[src/rtl/pc_unit.sv]
// pc_unit: program counter for the MIPS fetch stage (Address to imem, NextSequential to decode).
// Latency: one cycle; redirect, exception and step results appear on Address the cycle after the edge that samples them.
// Backpressure: Address holds while FetchValid & ~(FetchReady & ~Stall); redirects and exceptions squash the pending request.
//
// Ports:
//   Clock, Reset       rising-edge clock, synchronous active-high reset
//   Stall              freezes sequential advance only
//   Redirect, Target   taken branch/jump and its destination
//   Exception          vector to EXCEPTION_VECTOR
//   Halt, Resume       enter HALT from RUN / leave HALT
//   FetchReady         imem accepts Address this cycle
//   Address            registered fetch address
//   FetchValid         registered fetch request valid
//   NextSequential     Address + STEP (combinational, wraps)
//   Misaligned         one-cycle pulse after a misaligned redirect
//   State              00 BOOT, 01 RUN, 10 HALT
module pc_unit #(
  parameter int               WIDTH            = 32,
  parameter logic [WIDTH-1:0] RESET_VECTOR     = '0,
  parameter logic [WIDTH-1:0] EXCEPTION_VECTOR = WIDTH'(32'h0000_0180),
  parameter int               STEP             = 4
) (
  input  logic             Clock,
  input  logic             Reset,
  input  logic             Stall,
  input  logic             Redirect,
  input  logic [WIDTH-1:0] Target,
  input  logic             Exception,
  input  logic             Halt,
  input  logic             Resume,
  input  logic             FetchReady,
  output logic [WIDTH-1:0] Address,
  output logic             FetchValid,
  output logic [WIDTH-1:0] NextSequential,
  output logic             Misaligned,
  output logic [1:0]       State
);

  typedef enum logic [1:0] {
    ST_BOOT = 2'b00,
    ST_RUN  = 2'b01,
    ST_HALT = 2'b10
  } state_e;

  localparam logic [WIDTH-1:0] STEP_V     = WIDTH'(STEP);
  // STEP is a power of two, so Target % STEP reduces to the low address bits.
  localparam logic [WIDTH-1:0] ALIGN_MASK = STEP_V - 1'b1;

  state_e           state_q, state_d;
  logic [WIDTH-1:0] addr_q, addr_d;
  logic             fv_q, fv_d;
  logic             mis_q, mis_d;

  logic             accept;
  logic             target_misaligned;
  logic [WIDTH-1:0] redirect_addr;
  logic [WIDTH-1:0] next_seq;

  assign next_seq          = addr_q + STEP_V;
  assign accept            = fv_q & FetchReady & ~Stall;
  assign target_misaligned = |(Target & ALIGN_MASK);
  // A misaligned target is not fetched; it vectors to the exception handler instead.
  assign redirect_addr     = target_misaligned ? EXCEPTION_VECTOR : Target;

  always_comb begin
    state_d = state_q;
    addr_d  = addr_q;
    fv_d    = fv_q;
    mis_d   = 1'b0;
    case (state_q)
      ST_BOOT: begin
        // First fetch goes out at the reset vector one cycle after reset release.
        state_d = ST_RUN;
        fv_d    = 1'b1;
      end
      ST_RUN: begin
        if (Exception) begin
          addr_d = EXCEPTION_VECTOR;
        end else if (Redirect) begin
          addr_d = redirect_addr;
          mis_d  = target_misaligned;
        end else if (Halt) begin
          state_d = ST_HALT;
          fv_d    = 1'b0;
        end else if (accept) begin
          addr_d = next_seq;
        end
      end
      ST_HALT: begin
        if (Exception) begin
          addr_d  = EXCEPTION_VECTOR;
          state_d = ST_RUN;
          fv_d    = 1'b1;
        end else begin
          // A redirect while halted only retargets; leaving HALT still needs Resume.
          if (Redirect) begin
            addr_d = redirect_addr;
            mis_d  = target_misaligned;
          end
          if (Resume) begin
            state_d = ST_RUN;
            fv_d    = 1'b1;
          end
        end
      end
      default: begin
        state_d = ST_BOOT;
        fv_d    = 1'b0;
      end
    endcase
  end

  always_ff @(posedge Clock) begin
    if (Reset) begin
      state_q <= ST_BOOT;
      addr_q  <= RESET_VECTOR;
      fv_q    <= 1'b0;
      mis_q   <= 1'b0;
    end else begin
      state_q <= state_d;
      addr_q  <= addr_d;
      fv_q    <= fv_d;
      mis_q   <= mis_d;
    end
  end

  assign Address        = addr_q;
  assign FetchValid     = fv_q;
  assign NextSequential = next_seq;
  assign Misaligned     = mis_q;
  assign State          = state_q;

endmodule

[config.mk]
export PLATFORM = sky130hd
export DESIGN_NAME = pc_unit
export DESIGN_NICKNAME = d
export VERILOG_FILES = /design/src/rtl/pc_unit.sv
export SDC_FILE = /design/constraint.sdc
export NUM_CORES = 1
export LEC_CHECK = 0
export ABC_AREA = 1
export CORE_UTILIZATION = 40
export DETAILED_ROUTE_END_ITERATION = 6
export GPL_ROUTABILITY_DRIVEN = 0
export PLACE_DENSITY_LB_ADDON = 0.05
export SETUP_SLACK_MARGIN = 0.4
export SYNTH_ARGS = -nofsm -noshare
export SYNTH_HDL_FRONTEND = slang
export SYNTH_SLANG_ARGS = --single-unit
[constraint.sdc]
create_clock -name Clock -period 2.59 [get_ports Clock]
set_clock_uncertainty 0.05 [all_clocks]
set_input_delay 0.777 -clock Clock [delete_from_list [all_inputs] [get_ports Clock]]
set_output_delay 0.777 -clock Clock [all_outputs]
set_load 0.005 [all_outputs]
==> results.cfg <==
[status]
status = finished with violations
violated_checks = DRC

[floorplanning]
die_h_um = 84.6
row_count = 29
dieArea_um2 = 7150
std_cell_core_area_um2 = 6460
initial_utilization_pct = 42.2
design.portCount = 108
die_w_um = 84.6

[grt]
number_of_antenna_violations_at_the_first_check_in_global_routing = 0
first_global_vias = 3314
maximum_number_of_pins_on_one_net_before_global_route_repair = 29
grt_first_pass_wirelength_um = 14900
track_usage_pct = 25.8
grt.overflow.total = 0

[job]
timing.max_cap.violations = 0

[drt]
first_pass_iters = 7
detail_route.drc_violations = 19
avgRoutedWirePerCell_um = 14.0
detail_route.vias_per_cell = 4.91
route.vias.total = 3350
drt-total-wl_um = 9540
antenna_violating_nets_post_route = 0
detail_route.iter0.violations = 153

[power_and_ir_drop]
p_int_mw = 1.27
fraction_of_power_consumed_by_the_clock_network_pct = 18.5
fin_total_pwr_mw = 2.15
switching_share_pct = 40.7
combPwrFrac_pct = 50.8
netSwitchingPower_mw = 0.875
power.static_leakage_nw = 2.16
vdd.ir_drop.worst_mv = 0.547
p_seq_share_pct = 30.7
power.density_nw_per_um2 = 458

[clock_network]
clkSlewWorstSetupHoldPaths_ns = 0.08
clock_tree.buffer_depth = 2
clock_tree.htree_level_count = 2
cts.root.buffer_cell = clkbuf_8
clk_latency_ns = 0.29
cts_hold_buffers = 0
clock-sinks = 35
cts_tree = done
cts-buffers-inserted = 5

[yosys]
synth_cell_types = 32
synth_cells = 437
synth_top_cells_by_count = nand2_1, dfxtp_1, inv_1
mappedNetlistArea_um2 = 2730
postSynthRegisterBits = 35
synthesis.yosys.warnings = 0
post-synth-top-area-cell = nand2_1
synth_largest_type_area_fraction_pct = 27.0
ys.flop_type = dfxtp_1
yosys-top-cells-area = nand2_1, dfxtp_1, inv_1
syn-num-nets = 482
post-synth-top-count-cell = nand2_1
synth-async-reset-ratio_pct = 0
synth-seq-area-share_pct = 25.7
post_synth.cell_area_avg_um2 = 6.24
synth_edf_count = 0

[cells_and_area]
final_util_pct = 72.6
area_delta_synth_final_pct = 72.1
antenna_cells = 0
final_net_count = 649
final_area_um2 = 4690
ratio_of_cells_with_drive_above_1_in_the_final_layout_pct = 33.9

[placement]
port_buffers = 107
preCtsSetupSlack_ns = -0.0984
hpwl_um = 6450
dpl-instance-area_um2 = 4100

[sta]
final.period_utilization_pct = 97.9
tightest_slew_ns = 0.395
timing.setup.tns_ns = 0
layout_setup_ws_ns = 0.0542
max-slew-margin-rel_pct = 73.7
final_max_slew_viol_count = 0
maxClockFrequency_ghz = 0.394
final_period_demand_of_the_worst_path_ns = 2.54
final_setup_violation_count = 0
rsz0062_at_grt = yes
report.final.hold_viol_count = 0

[critical_path]
cp.buffers_inverters = 7
cp-end-kind = output port
crit_family = buffers and inverters
critical-path-top-cell-by-count = buf_6
critPathKind = reg2out
cp-startpoint = Address[3]
critical_path_arrival_ns = 1.71
cp_data_required_time_ns = 1.76
slowest_stage = dfxtp_4
crit_path_max_incr_delay_ns = 0.37
cp_cell_sequence = buf_6 -> nand2_4 -> nor2_4 -> buf_4 -> buf_4 -> buf_6 -> buf_6 -> xor2_2 -> inv_1 -> buf_2
worstSetupStartpointType = register
critical_path.max_fanout = 4
worst_r2r_startpoint = State[0]

[hold_path]
hp-start = Address[0]
hold_path_class = reg2reg
-- cell families after synthesis --
kind of cell	after synthesis	synth area share (%)
flip-flops	35	25.7
AO/OA/AOI/OAI	48	10.6
buffers and inverters	52	8.21
adder cells (fa/ha/maj)	5	2.29
XOR/XNOR	15	6.75
AND/OR/NAND/NOR	282	46.4
-- power groups by stage --
stage	Combinational [mW]	Sequential [mW]	Clock [mW]
finish	1.09	0.659	0.398
global route	1.19	0.666	0.427
CTS	1.02	0.652	0.403
detailed placement	1.02	0.656	0
global placement	1.00	0.654	0
floorplan	0.512	0.667	0
-- worst reg2reg max path: stages (launching register included) --
cell     delay, ns
dfxtp_1       0.44
inv_1         0.11
ha_1          0.27
nor2_1        0.16
inv_1         0.07
nand2_1       0.14
inv_4         0.12
buf_12        0.17
nand2_1       0.05
o21ai_0       0.08
nand2_1       0.08
a21oi_1       0.06
-- area by class of cell --
class | instances | area (um^2)
Clock inverter | 1 | 5.00
Multi-Input combinational cell | 350 | 2070
Tap cell | 77 | 96.3
Sequential cell | 35 | 728
Fill cell | 529 | 1770
Timing Repair Buffer | 175 | 1570
Clock buffer | 7 | 76.3
Inverter | 37 | 144
-- worst paths after layout --
kind,end,slack [ns],cells after the start
worst max-delay path,NextSequential[5],0.05,10
worst min-delay path,Address[0],0.43,2
worst max register to register,Address[9],0.65,11
worst min register to register,Address[0],0.43,2
-- layout by cell type, fill, tap and decap left out, types with 3 or more instances in the layout --
cell and count:
nand2_1 178, clkdlybuf4s50_1 76, buf_4 40, inv_1 35
buf_6 27, buf_2 23, a21oi_1 22, nor2_1 21
nand2_2 21, dfxtp_1 19, nor2_4 14, dfxtp_2 13
nand3_1 13, xor2_2 11, a21oi_2 10, nor2_2 9
o21ai_0 7, nand2_4 6, nand3b_1 5, clkbuf_8 5
and2_1 4, ha_1 4, clkbuf_2 4, dfxtp_4 3
nand3_2 3, xor2_4 3
-- per-layer routing --
metal	global-route usage (%)	wire length [um]	vias to the layer above
li1	-	-	1681
met1	30.0	3860	1560
met2	46.4	4990	96
met3	4.92	529	13
met4	10.6	153	0
met5	0	0	-
-- state kept, by name, indices dropped and copies added (netlist names) --
name	cells
State	2
Address	32
Misaligned	1
-- through the flow --
stage          hold slack [ns]  instances
5_1_grt                  0.466        682
6_report                 0.430        682
3_5_place_dp             0.410        642
2_1_floorplan            0.412        437
4_1_cts                  0.427        677
3_3_place_gp             0.409        642
-- timing repair --
action | in CTS | in global routing
setup endpoints to repair | 30 | 58
gates resized for setup | 150 | 70
buffers inserted | 27 | 5
pin swaps | 39 | 26
Power figures use the tool's default switching activity.
==> patch 1: new RTL, same flow settings <==
Change the parameter `WIDTH` from 32 to 64.
--- a/src/rtl/pc_unit.sv
+++ b/src/rtl/pc_unit.sv
@@ -17,3 +17,3 @@
 module pc_unit #(
-  parameter int               WIDTH            = 32,
+  parameter int               WIDTH            = 64,
   parameter logic [WIDTH-1:0] RESET_VECTOR     = '0,
Ports: changed (resized Address, NextSequential and Target); port bits go from 108 to 204. No check against the original RTL was run, so the function may have changed too.
==> patch 1 against the original RTL <==
  * The flow now stops in 5_1_grt
  * Synthesized cell count rose by 120%
  * Area after synthesis rose by 95%
==> patch 1: results <==
[logic_synthesis]
synth-main-ff-cell = dfxtp_1
synth-xor-area-share_pct = 5.37
synth_compound_area_share_pct = 10.7
ys_ff_latch = 67
yosys_warnings = 0
synth_mux_area_share_pct = 0
syn_nets = 1024
synthesis.instances = 947
ys_types = 36
ys_async_sr_fraction_pct = 0
synth_fa_ha_area_share_pct = 1.18
synth_area_leaders = nand2_1, dfxtp_1, nor2_1
syn-cell-area_um2 = 5310
seq_area_frac_synth_pct = 25.2
synth_common_cells = nand2_1, nor2_1, inv_1

[status]
firstError = [ERROR GRT-0232] Routing congestion too high. Check the congestion heatmap in the GUI.
outcome = did not finish
lastStage = 5_1_grt

[cts]
h-tree-depth = 3
clock_path_buffers = 2
cts_buffers = 9
cts_root_buf = clkbuf_16

[place]
dpl_worst_slack_ns = -0.236
place.port_buffers = 203
hpwl_um = 15900
dp.cells = 1443
postPlaceCellArea_um2 = 8600

[global_routing]
grt_util_all_layers_pct = 78.4
grt_max_degree = 59
grt-ovfl-total = 48

[timing]
worstEndpointGrtRepair = Address[38]$_SDFFE_PP0P_/D
worst_endpoint_kind = register data pin
## patch 1: cell types whose count changed after synthesis, sizes merged, moves of 28 or more
cell   change
nor2      +85
o21ai     +28
nand2    +252
a21oi     +31
inv       +33
dfxtp     +32
## patch 1: layer usage
metal	GRT overflow	global-route usage [%]
met1	0	78.5
met2	29	92.4
met3	1	67.4
met5	0	30.0
met4	18	76.9
## patch 1: logic make-up after synthesis
kind of cell / after synthesis
AOI/OAI and AO/OA: 108
xor gates and xnor gates: 30
adders and majority gates: 5
buffers and inverters: 104
DFF: 67
and+or+nand+nor: 633
## patch 1: timing repair
| action | 4_1_cts |
|---|---|
| gates resized for setup | 623 |
| endpoints found under the setup margin | 80 |
| buffers inserted | 126 |
| pin swaps | 152 |
==> patch 2: new RTL, same settings <==
Without the edit above. Register the input `Target` before use, without a reset. The logic sees it one clock later. The other inputs are not delayed to match.
--- a/src/rtl/pc_unit.sv
+++ b/src/rtl/pc_unit.sv
@@ -48,2 +48,8 @@
 
+  logic [WIDTH-1:0] Target_q;
+
+  always_ff @(posedge Clock) begin
+    Target_q <= Target;
+  end
+
   state_e           state_q, state_d;
@@ -60,5 +66,5 @@
   assign accept            = fv_q & FetchReady & ~Stall;
-  assign target_misaligned = |(Target & ALIGN_MASK);
+  assign target_misaligned = |(Target_q & ALIGN_MASK);
   // A misaligned target is not fetched; it vectors to the exception handler instead.
-  assign redirect_addr     = target_misaligned ? EXCEPTION_VECTOR : Target;
+  assign redirect_addr     = target_misaligned ? EXCEPTION_VECTOR : Target_q;
 
Function: changed (a bounded check fails within 4 cycles, from zero or initial values and one cycle with Reset high).
==> patch 2 against the original RTL <==
  * Non-clock buffer count increased by 28
  * Wire length increased by 18%
  * The flow finishes with violations (setup timing)
  * Sequential power increased by 81%
  * Sequential cell count rose by 32
  * Worst setup slack worse by 0.13 ns
  * Final area grew 23%
  * Power rose by 50%
  * Cell count up 13%
  * Die area grew 23%
  * Combinational power rose by 7%
  * Area after synthesis is 23% higher
  * Critical path type unchanged
  * Clock power rose by 120%
==> patch 2: results <==
[status]
outcome = finished, violations left
violations = setup timing

[cts]
h-tree-depth = 3
cts_setup_buffers = 40
clk_latency_ns = 0.36

[detailed_routing]
dr.first_iter.drc_count = 151
finalWirelength_um = 11200
vias = 3756
drtPass1Iterations = 5
met3_length_um = 639
wl_met2_um = 5770

[logic_synthesis]
ys_types = 33
syn_nets = 510
synth_common_cells = nand2_1, dfxtp_1, inv_1

[layout]
layout.nets = 709
drive_gt1_share_pct = 38.0
fillers = 645

[timing]
fin_setup_tns_ns = -0.403
max-slew-margin-rel_pct = 74.5
setup_viol = 13
setup_ws_ns = -0.0711

[setup_path]
crit_slowest_cell = dfxtp_2
cp.arrival_ns = 1.83

[global_routing]
grt_pass1_wl_um = 16800
grt_util_all_layers_pct = 24.9

[power_and_ir_drop]
peakVddDrop_mv = 0.404
swShare_pct = 35.1
p_leak_nw = 2.80
## patch 2: through the flow
step / instance area [um2] / instances / util, % / hold WS, ns
floorplan: 3360 / 465 / - / 0.408
detailed placement: 4750 / 702 / 58.2 / 0.418
global placement: 4750 / 702 / 58.2 / 0.411
global route: 5750 / 774 / 70.4 / 0.450
CTS: 5460 / 758 / 66.8 / 0.435
finish: 5750 / 774 / 70.4 / 0.431
## patch 2: kinds of logic after synthesis
| kind of cell | after synthesis | synth area share (%) |
|---|---|---|
| and+or+nand+nor | 279 | 36.3 |
| xor gates and xnor gates | 15 | 5.69 |
| DFF | 67 | 39.9 |
| AOI/OAI and AO/OA | 46 | 8.22 |
| buffers and inverters | 53 | 8.07 |
| adders and majority gates | 5 | 1.86 |
## patch 2: layout make-up
cell class / instances / area, um2 / share of cell area (%)
sequential: 67 / 1390 / 24.2
clock inverter: 6 / 65.1 / 1.13
timing repair buffer: 203 / 1870 / 32.5
clock buffer: 10 / 128 / 2.22
inverter: 38 / 153 / 2.65
tap: 105 / 131 / 2.28
multi-input combinational: 345 / 2010 / 35.0
## patch 2: power groups by stage
stage,clock [mW],combinational (mW),sequential [mW]
final,0.875,1.17,1.19
after floorplan,0,0.532,1.20
after global placement,0,1.04,1.19
after global routing,0.940,1.25,1.19
after detailed placement,0,1.04,1.19
after CTS,0.890,1.07,1.18
## patch 2: path summary, 6_finish.rpt
check | end | slack (ns) | start | depth (start not counted)
worst max-delay path | NextSequential[31] | -0.07 | Address[2] | 11
worst min-delay path | Address[0] | 0.43 | Address[0] | 2
worst max register to register | Address[22] | 0.14 | Address[6] | 19
worst min register to register | Address[0] | 0.43 | Address[0] | 2
## patch 2: per-layer routing
layer,GRT usage (%),up-vias
met1,28.1,1753
met3,5.18,29
met2,45.1,135
li1,-,1839
met4,10.1,0
met5,0,-
